File: config.mk
export PLATFORM = sky130hd
export DESIGN_NAME = uart_rx
export DESIGN_NICKNAME = d
export VERILOG_FILES = /design/src/rtl/uart_rx_pkg.sv /design/src/rtl/uart_rx_sync.sv /design/src/rtl/uart_rx.sv
export SDC_FILE = /design/constraint.sdc
export NUM_CORES = 1
export LEC_CHECK = 0
export BUFFER_PORTS_ARGS = -buffer_cell sky130_fd_sc_hd__clkbuf_2
export CORE_ASPECT_RATIO = 0.5
export CORE_MARGIN = 3
export CORE_UTILIZATION = 56
export CTS_CLUSTER_DIAMETER = 200
export CTS_CLUSTER_SIZE = 30
export DETAILED_ROUTE_END_ITERATION = 8
export GPL_ROUTABILITY_DRIVEN = 0
export GPL_TIMING_DRIVEN = 0
export PLACE_DENSITY = 0.84
export RECOVER_POWER = 50
export SETUP_SLACK_MARGIN = 0.5
export SKIP_CTS_REPAIR_TIMING = 1
export SYNTH_ARGS = -nofsm -noshare
export SYNTH_HDL_FRONTEND = slang
export SYNTH_SLANG_ARGS = --single-unit
File: constraint.sdc
create_clock -name clk -period 2.08 [get_ports clk]
set_clock_uncertainty 0.05 [all_clocks]
set_input_delay 0 -clock clk [delete_from_list [all_inputs] [get_ports clk]]
set_output_delay 0 -clock clk [all_outputs]
set_load 0.05 [all_outputs]
File: src/rtl/uart_rx_pkg.sv
// ============================================================================
// Module  : uart_rx_pkg
// Purpose : Shared UART receive constants, FSM state encoding, parity helper.
// Rev     : 1.0  initial release
// ============================================================================
`default_nettype none

package uart_rx_pkg;

  localparam int DATA_BITS        = 8;
  localparam int DEFAULT_CLK_FREQ = 100_000_000;
  localparam int DEFAULT_BAUD     = 115200;

  typedef enum logic [2:0] {
    IDLE   = 3'd0,
    START  = 3'd1,
    DATA   = 3'd2,
    PARITY = 3'd3,
    STOP   = 3'd4
  } rx_state_e;

  // Even parity: the parity bit that makes the total count of ones even.
  function automatic logic even_parity(input logic [DATA_BITS-1:0] b);
    return ^b;
  endfunction

endpackage

`default_nettype wire

File: src/rtl/uart_rx_sync.sv
// ============================================================================
// Module  : uart_rx_sync
// Purpose : Two-flop synchronizer for the idle-high serial line (resets to 1).
// Rev     : 1.0  initial release
// ============================================================================
`default_nettype none

module uart_rx_sync (
  input  logic clk,
  input  logic rst,
  input  logic async_i,
  output logic sync_o
);

  logic meta_q;
  logic sync_q;

  always_ff @(posedge clk or posedge rst) begin
    if (rst) begin
      meta_q <= 1'b1;
      sync_q <= 1'b1;
    end else begin
      meta_q <= async_i;
      sync_q <= meta_q;
    end
  end

  assign sync_o = sync_q;

endmodule

`default_nettype wire

File: src/rtl/uart_rx.sv
// ============================================================================
// Module  : uart_rx
// Purpose : UART receiver, 8N1 (or 8E1 with UART_RX_PARITY_EN defined),
//           byte delivered on a valid/ready handshake.
// Rev     : 1.0  initial release
// ============================================================================
`default_nettype none

module uart_rx
  import uart_rx_pkg::*;
#(
  parameter int CLK_FREQ = DEFAULT_CLK_FREQ,
  parameter int BAUD     = DEFAULT_BAUD
) (
  input  logic                 clk,
  input  logic                 rst,
  input  logic                 rx,
  output logic [DATA_BITS-1:0] data,
  output logic                 rx_valid,
  input  logic                 rx_ready,
  output logic                 frame_err,
  output logic                 overrun,
  output logic                 parity_err
);

  localparam int CLKS_PER_BIT = CLK_FREQ / BAUD;
  localparam int CNT_W        = $clog2(CLKS_PER_BIT);
  localparam logic [CNT_W-1:0] HALF_CNT = CNT_W'(CLKS_PER_BIT / 2);
  localparam logic [CNT_W-1:0] LAST_CNT = CNT_W'(CLKS_PER_BIT - 1);
  localparam logic [2:0]       LAST_BIT = 3'(DATA_BITS - 1);

  logic                 rx_s;
  rx_state_e            state_q, state_d;
  logic [CNT_W-1:0]     clk_cnt_q, clk_cnt_d;
  logic [2:0]           bit_idx_q, bit_idx_d;
  logic [DATA_BITS-1:0] shift_q, shift_d;
  logic [DATA_BITS-1:0] data_q, data_d;
  logic                 rx_valid_q, rx_valid_d;
  logic                 frame_err_q, frame_err_d;
  logic                 overrun_q, overrun_d;
  logic                 parity_err_q, parity_err_d;
  logic                 par_bad;

  uart_rx_sync u_sync (
    .clk     (clk),
    .rst     (rst),
    .async_i (rx),
    .sync_o  (rx_s)
  );

`ifdef UART_RX_PARITY_EN
  logic par_bit_q, par_bit_d;
  assign par_bad = (par_bit_q != even_parity(shift_q));
`else
  assign par_bad = 1'b0;
`endif

  always_ff @(posedge clk or posedge rst) begin
    if (rst) begin
      state_q      <= IDLE;
      clk_cnt_q    <= '0;
      bit_idx_q    <= '0;
      shift_q      <= '0;
      data_q       <= '0;
      rx_valid_q   <= 1'b0;
      frame_err_q  <= 1'b0;
      overrun_q    <= 1'b0;
      parity_err_q <= 1'b0;
`ifdef UART_RX_PARITY_EN
      par_bit_q    <= 1'b0;
`endif
    end else begin
      state_q      <= state_d;
      clk_cnt_q    <= clk_cnt_d;
      bit_idx_q    <= bit_idx_d;
      shift_q      <= shift_d;
      data_q       <= data_d;
      rx_valid_q   <= rx_valid_d;
      frame_err_q  <= frame_err_d;
      overrun_q    <= overrun_d;
      parity_err_q <= parity_err_d;
`ifdef UART_RX_PARITY_EN
      par_bit_q    <= par_bit_d;
`endif
    end
  end

  always_comb begin
    state_d      = state_q;
    clk_cnt_d    = clk_cnt_q;
    bit_idx_d    = bit_idx_q;
    shift_d      = shift_q;
    data_d       = data_q;
    rx_valid_d   = rx_valid_q;
    frame_err_d  = 1'b0;
    overrun_d    = 1'b0;
    parity_err_d = 1'b0;
`ifdef UART_RX_PARITY_EN
    par_bit_d    = par_bit_q;
`endif

    // Consume first, so a byte completing in the same cycle can refill the slot.
    if (rx_valid_q && rx_ready) rx_valid_d = 1'b0;

    case (state_q)
      IDLE: begin
        if (!rx_s) begin
          state_d   = START;
          clk_cnt_d = '0;
        end
      end
      START: begin
        if (clk_cnt_q == HALF_CNT) begin
          clk_cnt_d = '0;
          bit_idx_d = '0;
          state_d   = rx_s ? IDLE : DATA;
        end else begin
          clk_cnt_d = clk_cnt_q + CNT_W'(1);
        end
      end
      DATA: begin
        if (clk_cnt_q == LAST_CNT) begin
          clk_cnt_d          = '0;
          shift_d[bit_idx_q] = rx_s;
          if (bit_idx_q == LAST_BIT) begin
            bit_idx_d = '0;
`ifdef UART_RX_PARITY_EN
            state_d   = PARITY;
`else
            state_d   = STOP;
`endif
          end else begin
            bit_idx_d = bit_idx_q + 3'd1;
          end
        end else begin
          clk_cnt_d = clk_cnt_q + CNT_W'(1);
        end
      end
`ifdef UART_RX_PARITY_EN
      PARITY: begin
        if (clk_cnt_q == LAST_CNT) begin
          clk_cnt_d = '0;
          par_bit_d = rx_s;
          state_d   = STOP;
        end else begin
          clk_cnt_d = clk_cnt_q + CNT_W'(1);
        end
      end
`endif
      STOP: begin
        if (clk_cnt_q == LAST_CNT) begin
          clk_cnt_d = '0;
          state_d   = IDLE;
          if (!rx_s) begin
            frame_err_d = 1'b1;
          end else if (par_bad) begin
            parity_err_d = 1'b1;
          end else if (rx_valid_q && !rx_ready) begin
            overrun_d = 1'b1;
          end else begin
            data_d     = shift_q;
            rx_valid_d = 1'b1;
          end
        end else begin
          clk_cnt_d = clk_cnt_q + CNT_W'(1);
        end
      end
      default: state_d = IDLE;
    endcase
  end

  assign data      = data_q;
  assign rx_valid  = rx_valid_q;
  assign frame_err = frame_err_q;
  assign overrun   = overrun_q;
`ifdef UART_RX_PARITY_EN
  assign parity_err = parity_err_q;
`else
  assign parity_err = 1'b0;
`endif

endmodule

`default_nettype wire

==> results of run 1 <==
==> registers in the layout, indices dropped and copies added (netlist names), 3 cells and up <==
name       cells
clk_cnt_q     10
data           8
shift_q        8
bit_idx_q      3
state_q        3
==> through the flow <==
stage | setup WS, ps | std cells | instance area (µm²) | util (%) | total power [mW]
4_1_cts | 26.8 | 246 | 2240 | 70.2 | 1.38
6_report | 51.2 | 266 | 2620 | 82.1 | 1.39
3_3_place_gp | 114 | 238 | 2130 | 66.7 | 0.763
3_5_place_dp | 38.2 | 238 | 2130 | 66.7 | 0.763
2_1_floorplan | 264 | 176 | 2000 | - | 0.755
5_1_grt | 39.7 | 266 | 2620 | 82.1 | 1.42
==> final cells by class <==
| cell class | instances | area, µm² |
|---|---|---|
| multi-input cells | 124 | 1180 |
| well taps | 48 | 60.1 |
| inverters | 8 | 30.0 |
| repair buffers | 33 | 235 |
| plain buffers | 8 | 66.3 |
| clock buffers | 6 | 72.6 |
| clock inverters | 2 | 38.8 |
| flip-flops and latches | 37 | 933 |
| fillers | 167 | 571 |
==> worst register-to-register path: stages (launching register included) <==
cell and delay (ps):
dfrtp_2 460, ha_4 190, and4bb_4 240, buf_6 140
a31oi_4 330, buf_4 190, o21ai_4 80, o21ai_1 240
==> logic make-up (layout without fill, tap and decap cells) <==
logic type                 Yosys count  after routing  synth area share (%)
buffers and inverters               16             57                  4.67
DFF                                 37             37                  46.8
AOI/OAI and AO/OA                   27             28                  12.1
muxes                               19             19                  10.6
other                                1              1                 0.189
adders and majority gates            5              5                  3.09
and+or+nand+nor                     71             71                  22.5
==> how the worst max path moves through the flow <==
stage / startpoint / to / slack (ps)
2_1_floorplan: clk_cnt_q[0] / shift_q[2] / 260
3_3_place_gp: clk_cnt_q[0] / shift_q[5] / 110
3_5_place_dp: clk_cnt_q[0] / shift_q[7] / 40
4_1_cts: clk_cnt_q[0] / shift_q[3] / 30
5_1_grt: clk_cnt_q[0] / clk_cnt_q[1] / 40
6_report: clk_cnt_q[1] / clk_cnt_q[1] / 50
==> layer usage <==
layer	wire, µm	part of all wire [%]
met1	2430	40
met2	2750	46
met3	621	10
met4	241	4.0
met5	0	0
==> power groups by stage <==
stage                     clock network [mW]  registers, mW  logic [mW]
after floorplan                            0          0.737      0.0185
after global placement                     0          0.737      0.0259
after detailed placement                   0          0.737      0.0260
after CTS                              0.628          0.723      0.0261
after global routing                   0.664          0.724      0.0346
final                                  0.634          0.724      0.0309
==> cell usage after synthesis (all sizes together) <==
cell type / instances
clkbuf: 1
o2111ai: 3
or4: 1
conb: 1
a32o: 1
and3b: 1
and4bb: 3
o21ai: 6
mux2i: 3
nor2b: 3
o21a: 1
inv: 8
a31oi: 3
nor3b: 3
nand2: 21
maj3: 1
nor2: 5
nor3: 6
nand2b: 3
a21o: 2
o21bai: 1
and4b: 1
nor4bb: 1
nand3: 6
or2: 2
dfstp: 2
nand4b: 2
nand4: 5
dfrtp: 35
buf: 7
o31ai: 1
mux2: 16
ha: 4
o311ai: 1
o211ai: 8
nor4: 8
==> results.py, run 1 <==
metrics = {
    "floorplan": {
        "die_h_um": 48.1,
        "start_util_pct": 62.2,
        "num_rows": 14,
        "io_pins": 16,
        "die_w_um": 90.1,
        "placeableCoreArea_mm2": 0.00319,
        "die_area_mm2": 0.00433,
    },
    "synth": {
        "synth-seq-cells": 37,
        "synth_cells": 176,
        "synth_top_area_share_pct": 44.2,
        "yosysUniqueCellTypes": 45,
        "synth.net_count": 184,
        "ys_top_cells_by_area": "dfrtp_1 (44%), mux2_2 (9.1%), nand2_1 (4.0%), o211ai_1 (3.0%), dfstp_2 (2.7%)",
        "ys.warnings.count": 0,
        "syn_area_mm2": 0.00198,
        "ys_seq_area_share_pct": 46.8,
        "syn_avg_cell_area_um2": 11.3,
        "synth_top_cell_by_area": "dfrtp_1",
    },
    "sta": {
        "slew_headroom_pct": 6.71,
        "setup_viol": 0,
        "finalHoldViolations": 0,
        "hold_slack_ps": 292,
        "maxSlewViolCount": 0,
        "post-route-min-period_ps": 2030,
        "fmax_mhz": 493,
        "period_share_pct": 97.5,
        "worst_pin_slew_ps": 1400,
        "setup_tns_ps": 0,
        "rsz0062_at_grt": "true",
    },
    "global_route": {
        "overflow": 0,
        "grt_start_max_net_pins": 38,
        "top_usage_layer": "met2",
        "grt_use_met3_pct": 6.44,
        "use_met1_pct": 25.8,
        "grt_use_total_pct": 19.9,
        "grt_pass1_wl_mm": 6.53,
        "antenna_found_initial": 0,
        "grt.met2_usage_pct": 32.2,
        "grt_pass1_vias": 1362,
    },
    "worst_hold_path": {
        "hold_end": "u_sync.meta_q",
        "holdPathStages": 2,
        "hold_path.class": "in2reg",
        "worstHoldStart": "rx",
    },
    "critical_path": {
        "cp.required_ps": 2210,
        "timing.rr.start": "clk_cnt_q[1]",
        "slowest_delay_ps": 460,
        "path_depth": 7,
        "end_kind": "register",
        "rrSetupSlack_ps": 50,
        "critPathKind": "reg2reg",
        "cp_slowest_cell": "dfrtp_2",
        "crit_chain": "ha_4 -> and4bb_4 -> buf_6 -> a31oi_4 -> buf_4 -> o21ai_4 -> o21ai_1",
        "critPathTopFamily": "compound AO/OA/AOI/OAI gates",
        "r2r_end": "clk_cnt_q[1]",
        "critPathLaunchType": "register",
        "worstPathArrival_ps": 2160,
        "cp.buffers_inverters": 2,
        "crit_fanout": 8,
        "r2r_cells": 7,
    },
    "cells_and_area": {
        "drive_gt1_share_pct": 37.2,
        "final_common_cell": "dfrtp_1",
        "area_growth_pct": 32.1,
        "antenna_cells": 0,
        "final_nets": 225,
        "mostFrequentLayoutCells": "dfrtp_1 (31), nand2_1 (21), mux2_4 (15)",
    },
    "drt": {
        "routedWlPerCell_um": 22.7,
        "antenna_left": 0,
        "wirelength_mm": 6.05,
        "drt-initial-drc-count": 264,
        "route.detailed.drc": 0,
        "dr.pass1.iters": 5,
        "vias_per_cell": 6.66,
        "via_count": 1772,
    },
    "power_and_ir_drop": {
        "sw_frac_of_total_pct": 21.5,
        "p_int_mw": 1.09,
        "p_sw_uw": 298,
        "p_clk_share_pct": 45.6,
        "p_leak_nw": 1.14,
        "ir_worst_vdd_v": 0.000486,
        "cellPowerDensity_mw_per_mm2": 530,
        "comb_power_share_pct": 2.2,
        "p_seq_share_pct": 52.1,
    },
    "clock_network": {
        "cts_root_buf": "clkbuf_8",
        "cts_max_level": 2,
        "clkTransAtPathRegs_ps": 80,
        "cts_max_path_buffers": 2,
        "clock_latency_ps": 300,
        "cts_tree": "yes",
        "cts.sinks": 37,
        "numCtsBuffers": 5,
    },
    "placement": {
        "dp_hpwl_mm": 2.73,
        "portBuffers": 14,
    },
    "run_status": {
        "status": "complete, no violations",
    },
    "run": {
        "cap_violations": 0,
    },
}
No activity file was read; power rests on OpenSTA's default activity.
==> inputs of run 2 (changes only) <==
- ABC_AREA: unset -> 1
==> run 2 against run 1 <==
  * The flow now finishes with violations (hold timing)
  * Fmax grew 27%
  * Hold slack lost 310 ps
  * Setup slack gained 430 ps
  * Largest power group unchanged
==> results.py, run 2 <==
metrics = {
    "synth": {
        "synth_commonest_cells": "nand2_1 (86), dfrtp_1 (35), inv_1 (31)",
        "synth_top_cell_by_area": "dfrtp_1",
        "syn_avg_cell_area_um2": 7.73,
        "ys_seq_area_share_pct": 46.3,
        "synth-seq-cells": 37,
        "syn_area_mm2": 0.00200,
        "yosysMostFrequentCell": "nand2_1",
        "ys.warnings.count": 0,
        "synth_edf_count": 0,
        "synth_flop_cell": "dfrtp_1",
        "synth_cells": 259,
        "ys_top_cells_by_area": "dfrtp_1 (44%), nand2_1 (16%), nand3_1 (6.0%), inv_1 (5.8%), nor2_1 (3.9%)",
        "synth.net_count": 267,
        "yosysUniqueCellTypes": 28,
        "synth_top_area_share_pct": 43.7,
        "async_flop_share_pct": 100,
    },
    "cells_and_area": {
        "largest-register": "clk_cnt_q",
        "seqCellArea_um2": 932,
        "final_nets": 300,
        "final_common_cell": "nand2_1",
        "mostFrequentLayoutCells": "nand2_1 (83), dfrtp_1 (32), inv_1 (29)",
        "multi_input_area_um2": 960,
        "final_area_mm2": 0.00242,
        "largest_reg_flops": 10,
        "antenna_cells": 0,
        "fill_cells": 218,
        "area_growth_pct": 20.8,
        "drive_gt1_share_pct": 19.5,
    },
    "run": {
        "cap_violations": 0,
    },
    "placement": {
        "dp_hpwl_mm": 2.85,
        "portBuffers": 14,
        "place_area_mm2": 0.00216,
    },
    "sta": {
        "finalHoldViolations": 1,
        "setup_tns_ps": 0,
        "worst_pin_slew_ps": 811,
        "period_share_pct": 76.8,
        "slew_headroom_pct": 45.9,
        "fmax_mhz": 626,
        "rsz0062_at_grt": "true",
        "post-route-min-period_ps": 1600,
        "maxSlewViolCount": 0,
        "hold_slack_ps": -20.0,
        "setup_viol": 0,
    },
    "clock_network": {
        "cts.sinks": 37,
        "clock_latency_ps": 290,
        "numCtsBuffers": 5,
        "cts_root_buf": "clkbuf_8",
        "cts_max_path_buffers": 2,
        "cts_tree": "yes",
        "clkTransAtPathRegs_ps": 80,
        "cts_max_level": 2,
    },
    "power_and_ir_drop": {
        "p_leak_nw": 1.17,
        "cellPowerDensity_mw_per_mm2": 562,
        "ir_worst_vdd_v": 0.000331,
    },
    "drt": {
        "route.detailed.drc": 0,
        "wirelength_mm": 4.51,
        "routedWlPerCell_um": 13.3,
        "vias_per_cell": 5.42,
        "drt-initial-drc-count": 166,
        "dr.pass1.iters": 4,
        "antenna_left": 0,
        "via_count": 1842,
    },
    "worst_hold_path": {
        "holdPathStages": 4,
        "hold_path.class": "in2reg",
    },
    "floorplan": {
        "die_h_um": 48.3,
        "num_rows": 14,
        "placeableCoreArea_mm2": 0.00321,
        "io_pins": 16,
        "die_w_um": 90.6,
        "die_area_mm2": 0.00437,
        "start_util_pct": 62.5,
    },
    "critical_path": {
        "critPathKind": "reg2reg",
        "critPathTopFamily": "simple AND/OR/NAND/NOR gates",
        "cp.buffers_inverters": 2,
        "critPathMostFrequentCell": "nand2_1",
        "worstPathArrival_ps": 1720,
        "crit_fanout": 5,
        "critPathLaunchType": "register",
        "end_kind": "register",
        "path_depth": 9,
        "r2r_cells": 9,
        "cp.required_ps": 2210,
        "crit_chain": "ha_4 -> nand2_1 -> nor2_4 -> nand2_4 -> inv_4 -> nand3_4 -> buf_8 -> nand2_1 -> o21ai_2",
        "cp_slowest_cell": "dfrtp_1",
        "slowest_delay_ps": 440,
    },
    "global_route": {
        "grt_start_max_net_pins": 21,
        "grt_use_total_pct": 20.4,
        "grt_pass1_vias": 1568,
        "grt_pass1_wl_mm": 6.84,
        "overflow": 0,
        "antenna_found_initial": 0,
    },
    "run_status": {
        "violations": "hold timing",
        "status": "complete, but fails checks",
    },
}
## run 2: changes by cell type after synthesis, moves of 4 or more
cell      change
nand3_1      +18
o21ai_2       +8
o211ai_1      -7
nor4_1        -8
nand2_1      +65
nor3_1        -4
inv_1        +23
mux2_2       -16
nor2_1       +16
o21ai_0       +5
nand4_1       +9
## run 2: cell families (layout without fill, tap and decap cells)
family	after synthesis	in the layout	synth area share, %
other	1	1	0.187
AO/OA/AOI/OAI	23	23	7.50
AND/OR/NAND/NOR	155	155	35.2
flip-flops	37	37	46.3
adder cells (fa/ha/maj)	4	4	2.50
buffers and inverters	38	71	7.87
XOR/XNOR	1	1	0.437
## run 2: layout make-up
class / instances / share of cell area [%]
Clock buffer: 5 / 2.84
Sequential cell: 37 / 38.5
Buffer: 2 / 0.931
Tap cell: 48 / 2.48
Clock inverter: 2 / 1.45
Multi-Input combinational cell: 184 / 39.7
Inverter: 36 / 5.79
Timing Repair Buffer: 26 / 8.32
## run 2: path summary, 6_finish.rpt
check,startpoint,end,slack [ps]
worst max-delay path,clk_cnt_q[0],data[5],480
worst min-delay path,rx_ready,overrun,-20
worst max register to register,clk_cnt_q[0],data[5],480
worst min register to register,u_sync.meta_q,u_sync.sync_o,310
max in group asynchronous,rst,u_sync.sync_o,940
min in group asynchronous,rst,shift_q[2],380
## run 2: worst register-to-register path, stage by stage, from the launching register on
cell	delay (ps)
dfrtp_1	440
ha_4	180
nand2_1	80
nor2_4	150
nand2_4	90
inv_4	70
nand3_4	120
buf_8	170
nand2_1	70
o21ai_2	50
## run 2: stage by stage
stage	cells	utilization (%)	total power, mW	setup WS, ps	hold slack (ps)
finish	340	75.5	1.36	482	-20.0
global route	340	75.5	1.41	407	10.8
global placement	321	66.5	0.763	428	37.8
floorplan	259	-	0.756	573	-45.5
detailed placement	322	67.4	0.771	408	40.1
CTS	329	70.6	1.36	387	-255
## run 2: power breakdown
group,total [mW],switching (mW),internal (mW)
clock network,0.600,0.252,0.349
registers,0.724,0.00149,0.723
logic,0.0354,0.0237,0.0117
total,1.36,0.277,1.08
## run 2: per-layer routing
layer | track usage (%) | part of all wire, % | vias to the layer above
met5 | 0 | 0 | -
met4 | 6.69 | 2.0 | 0
met3 | 5.70 | 5.4 | 12
met2 | 36.6 | 48 | 66
met1 | 25.1 | 45 | 876
li1 | - | - | 888
==> inputs of run 3 (changes only) <==
- clock period: 2.08 -> 1.5 ns (I/O delays scaled with it)
==> run 3 against run 2 <==
  * Via count increased by 4.2%
  * Combinational power increased by 5%
  * Setup slack got worse by 540 ps
  * Critical path depth unchanged
  * Power increased by 38%
  * Wire length increased by 12%
  * Clock power increased by 40%
  * Highest routed layer unchanged
  * Non-clock buffer count increased by 6
  * Sequential share of layout area decreased by 2.4 points
  * The flow finishes with violations (hold timing, setup timing)
  * Utilization increased by 5.4 points
  * Flip-flop and latch count unchanged
==> results.py, run 3 (same netlist as run 2, synthesis figures left out) <==
metrics = {
    "placement": {
        "portBuffers": 14,
        "dpl_worst_slack_ps": -57.2,
        "dpl.cell_count": 321,
        "place_area_mm2": 0.00219,
        "dp_hpwl_mm": 2.78,
    },
    "sta": {
        "maxSlewViolCount": 0,
        "worst_pin_slew_ps": 1370,
        "fmax_mhz": 644,
        "setup_tns_ps": -358,
        "finalHoldViolations": 2,
        "slew_headroom_pct": 8.60,
        "hold_slack_ps": -19.2,
        "rsz0062_at_grt": "true",
        "setup_viol": 14,
        "period_share_pct": 104,
        "post-route-min-period_ps": 1550,
        "setup_ws_ps": -53.4,
    },
    "global_route": {
        "grt_start_max_net_pins": 38,
        "grt_use_total_pct": 20.1,
        "grt_pass1_wl_mm": 6.70,
        "overflow": 0,
        "grt_pass1_vias": 1554,
        "antenna_found_initial": 0,
    },
    "floorplan": {
        "die_area_mm2": 0.00437,
        "start_util_pct": 62.5,
        "io_pins": 16,
        "die_w_um": 90.6,
        "num_rows": 14,
        "placeableCoreArea_mm2": 0.00321,
        "die_h_um": 48.3,
    },
    "power_and_ir_drop": {
        "total_power_mw": 1.88,
        "p_sw_uw": 389,
        "ir_worst_vdd_v": 0.000346,
        "sw_frac_of_total_pct": 20.7,
        "p_leak_nw": 1.26,
        "p_clk_share_pct": 44.7,
        "cellPowerDensity_mw_per_mm2": 725,
        "p_int_mw": 1.49,
        "comb_power_share_pct": 2.0,
        "p_seq_share_pct": 53.3,
    },
    "cells_and_area": {
        "antenna_cells": 0,
        "drive_gt1_share_pct": 35.1,
        "final_nets": 307,
        "final_cells": 347,
        "final_core_util_pct": 80.9,
        "mostFrequentLayoutCells": "nand2_1 (73), dfrtp_1 (29), inv_1 (23)",
        "area_growth_pct": 29.5,
        "largest_reg_flops": 10,
        "largest-register": "clk_cnt_q",
        "final_area_mm2": 0.00259,
        "final_common_cell": "nand2_1",
    },
    "drt": {
        "dr.pass1.iters": 5,
        "drt-initial-drc-count": 140,
        "antenna_left": 0,
        "route.detailed.drc": 0,
        "vias_per_cell": 5.53,
        "via_count": 1920,
        "wirelength_mm": 5.05,
        "routedWlPerCell_um": 14.6,
    },
    "run": {
        "cap_violations": 0,
    },
    "worst_hold_path": {
        "holdPathStages": 4,
        "hold_path.class": "in2reg",
    },
    "critical_path": {
        "cp.required_ps": 1630,
        "critPathKind": "reg2reg",
        "critPathLaunchType": "register",
        "crit_fanout": 8,
        "r2r_cells": 9,
        "end_kind": "register",
        "worstPathArrival_ps": 1690,
    },
    "clock_network": {
        "numCtsBuffers": 5,
        "cts.sinks": 37,
        "cts_max_path_buffers": 2,
        "cts_root_buf": "clkbuf_8",
        "cts_max_level": 2,
        "cts_tree": "yes",
        "clkTransAtPathRegs_ps": 80,
        "clock_latency_ps": 290,
    },
    "run_status": {
        "violations": "hold timing, setup timing",
        "status": "complete, but fails checks",
    },
}
==> run 3: final timing paths <==
| check | startpoint | slack [ps] | to |
|---|---|---|---|
| worst max-delay path | clk_cnt_q[0] | -50 | data[5] |
| worst min-delay path | rx_ready | -20 | overrun |
| worst max register to register | clk_cnt_q[0] | -50 | data[5] |
| worst min register to register | u_sync.meta_q | 310 | u_sync.sync_o |
| max in group asynchronous | rst | 460 | clk_cnt_q[8] |
| min in group asynchronous | rst | 30 | rx_valid |
==> run 3: layout make-up <==
cell class | count | area (µm²)
Buffer | 2 | 27.5
Clock buffer | 5 | 68.8
Clock inverter | 2 | 35.0
Fill cell | 178 | 612
Inverter | 36 | 144
Multi-Input combinational cell | 185 | 1090
Sequential cell | 37 | 936
Tap cell | 48 | 60.1
Timing Repair Buffer | 32 | 234
==> run 3: power groups by stage <==
stage	Clock (mW)	Sequential (mW)	Combinational, mW
after floorplan	0	1.02	0.0253
after global placement	0	1.02	0.0349
after detailed placement	0	1.02	0.0357
after CTS	0.844	1.00	0.0360
after global routing	0.888	1.00	0.0426
final	0.841	1.00	0.0371
==> run 3: worst max-delay path, cell delays in order (launching register included) <==
cell     delay (ps)
dfrtp_1         440
ha_4            210
nand2_4          60
nor2_4          120
nand2_4          90
inv_4            70
nand3_4         130
buf_12          180
nand2_4          50
o21ai_2          50
==> run 3: per-layer routing <==
metal / vias up / part of all wire (%) / GRT usage, % / wire, µm
met1: 904 / 41 / 24.1 / 2070
li1: 905 / - / - / -
met3: 16 / 7.1 / 5.24 / 360
met5: - / 0 / 0 / 0
met4: 0 / 2.7 / 10.0 / 135
met2: 95 / 49 / 36.0 / 2490
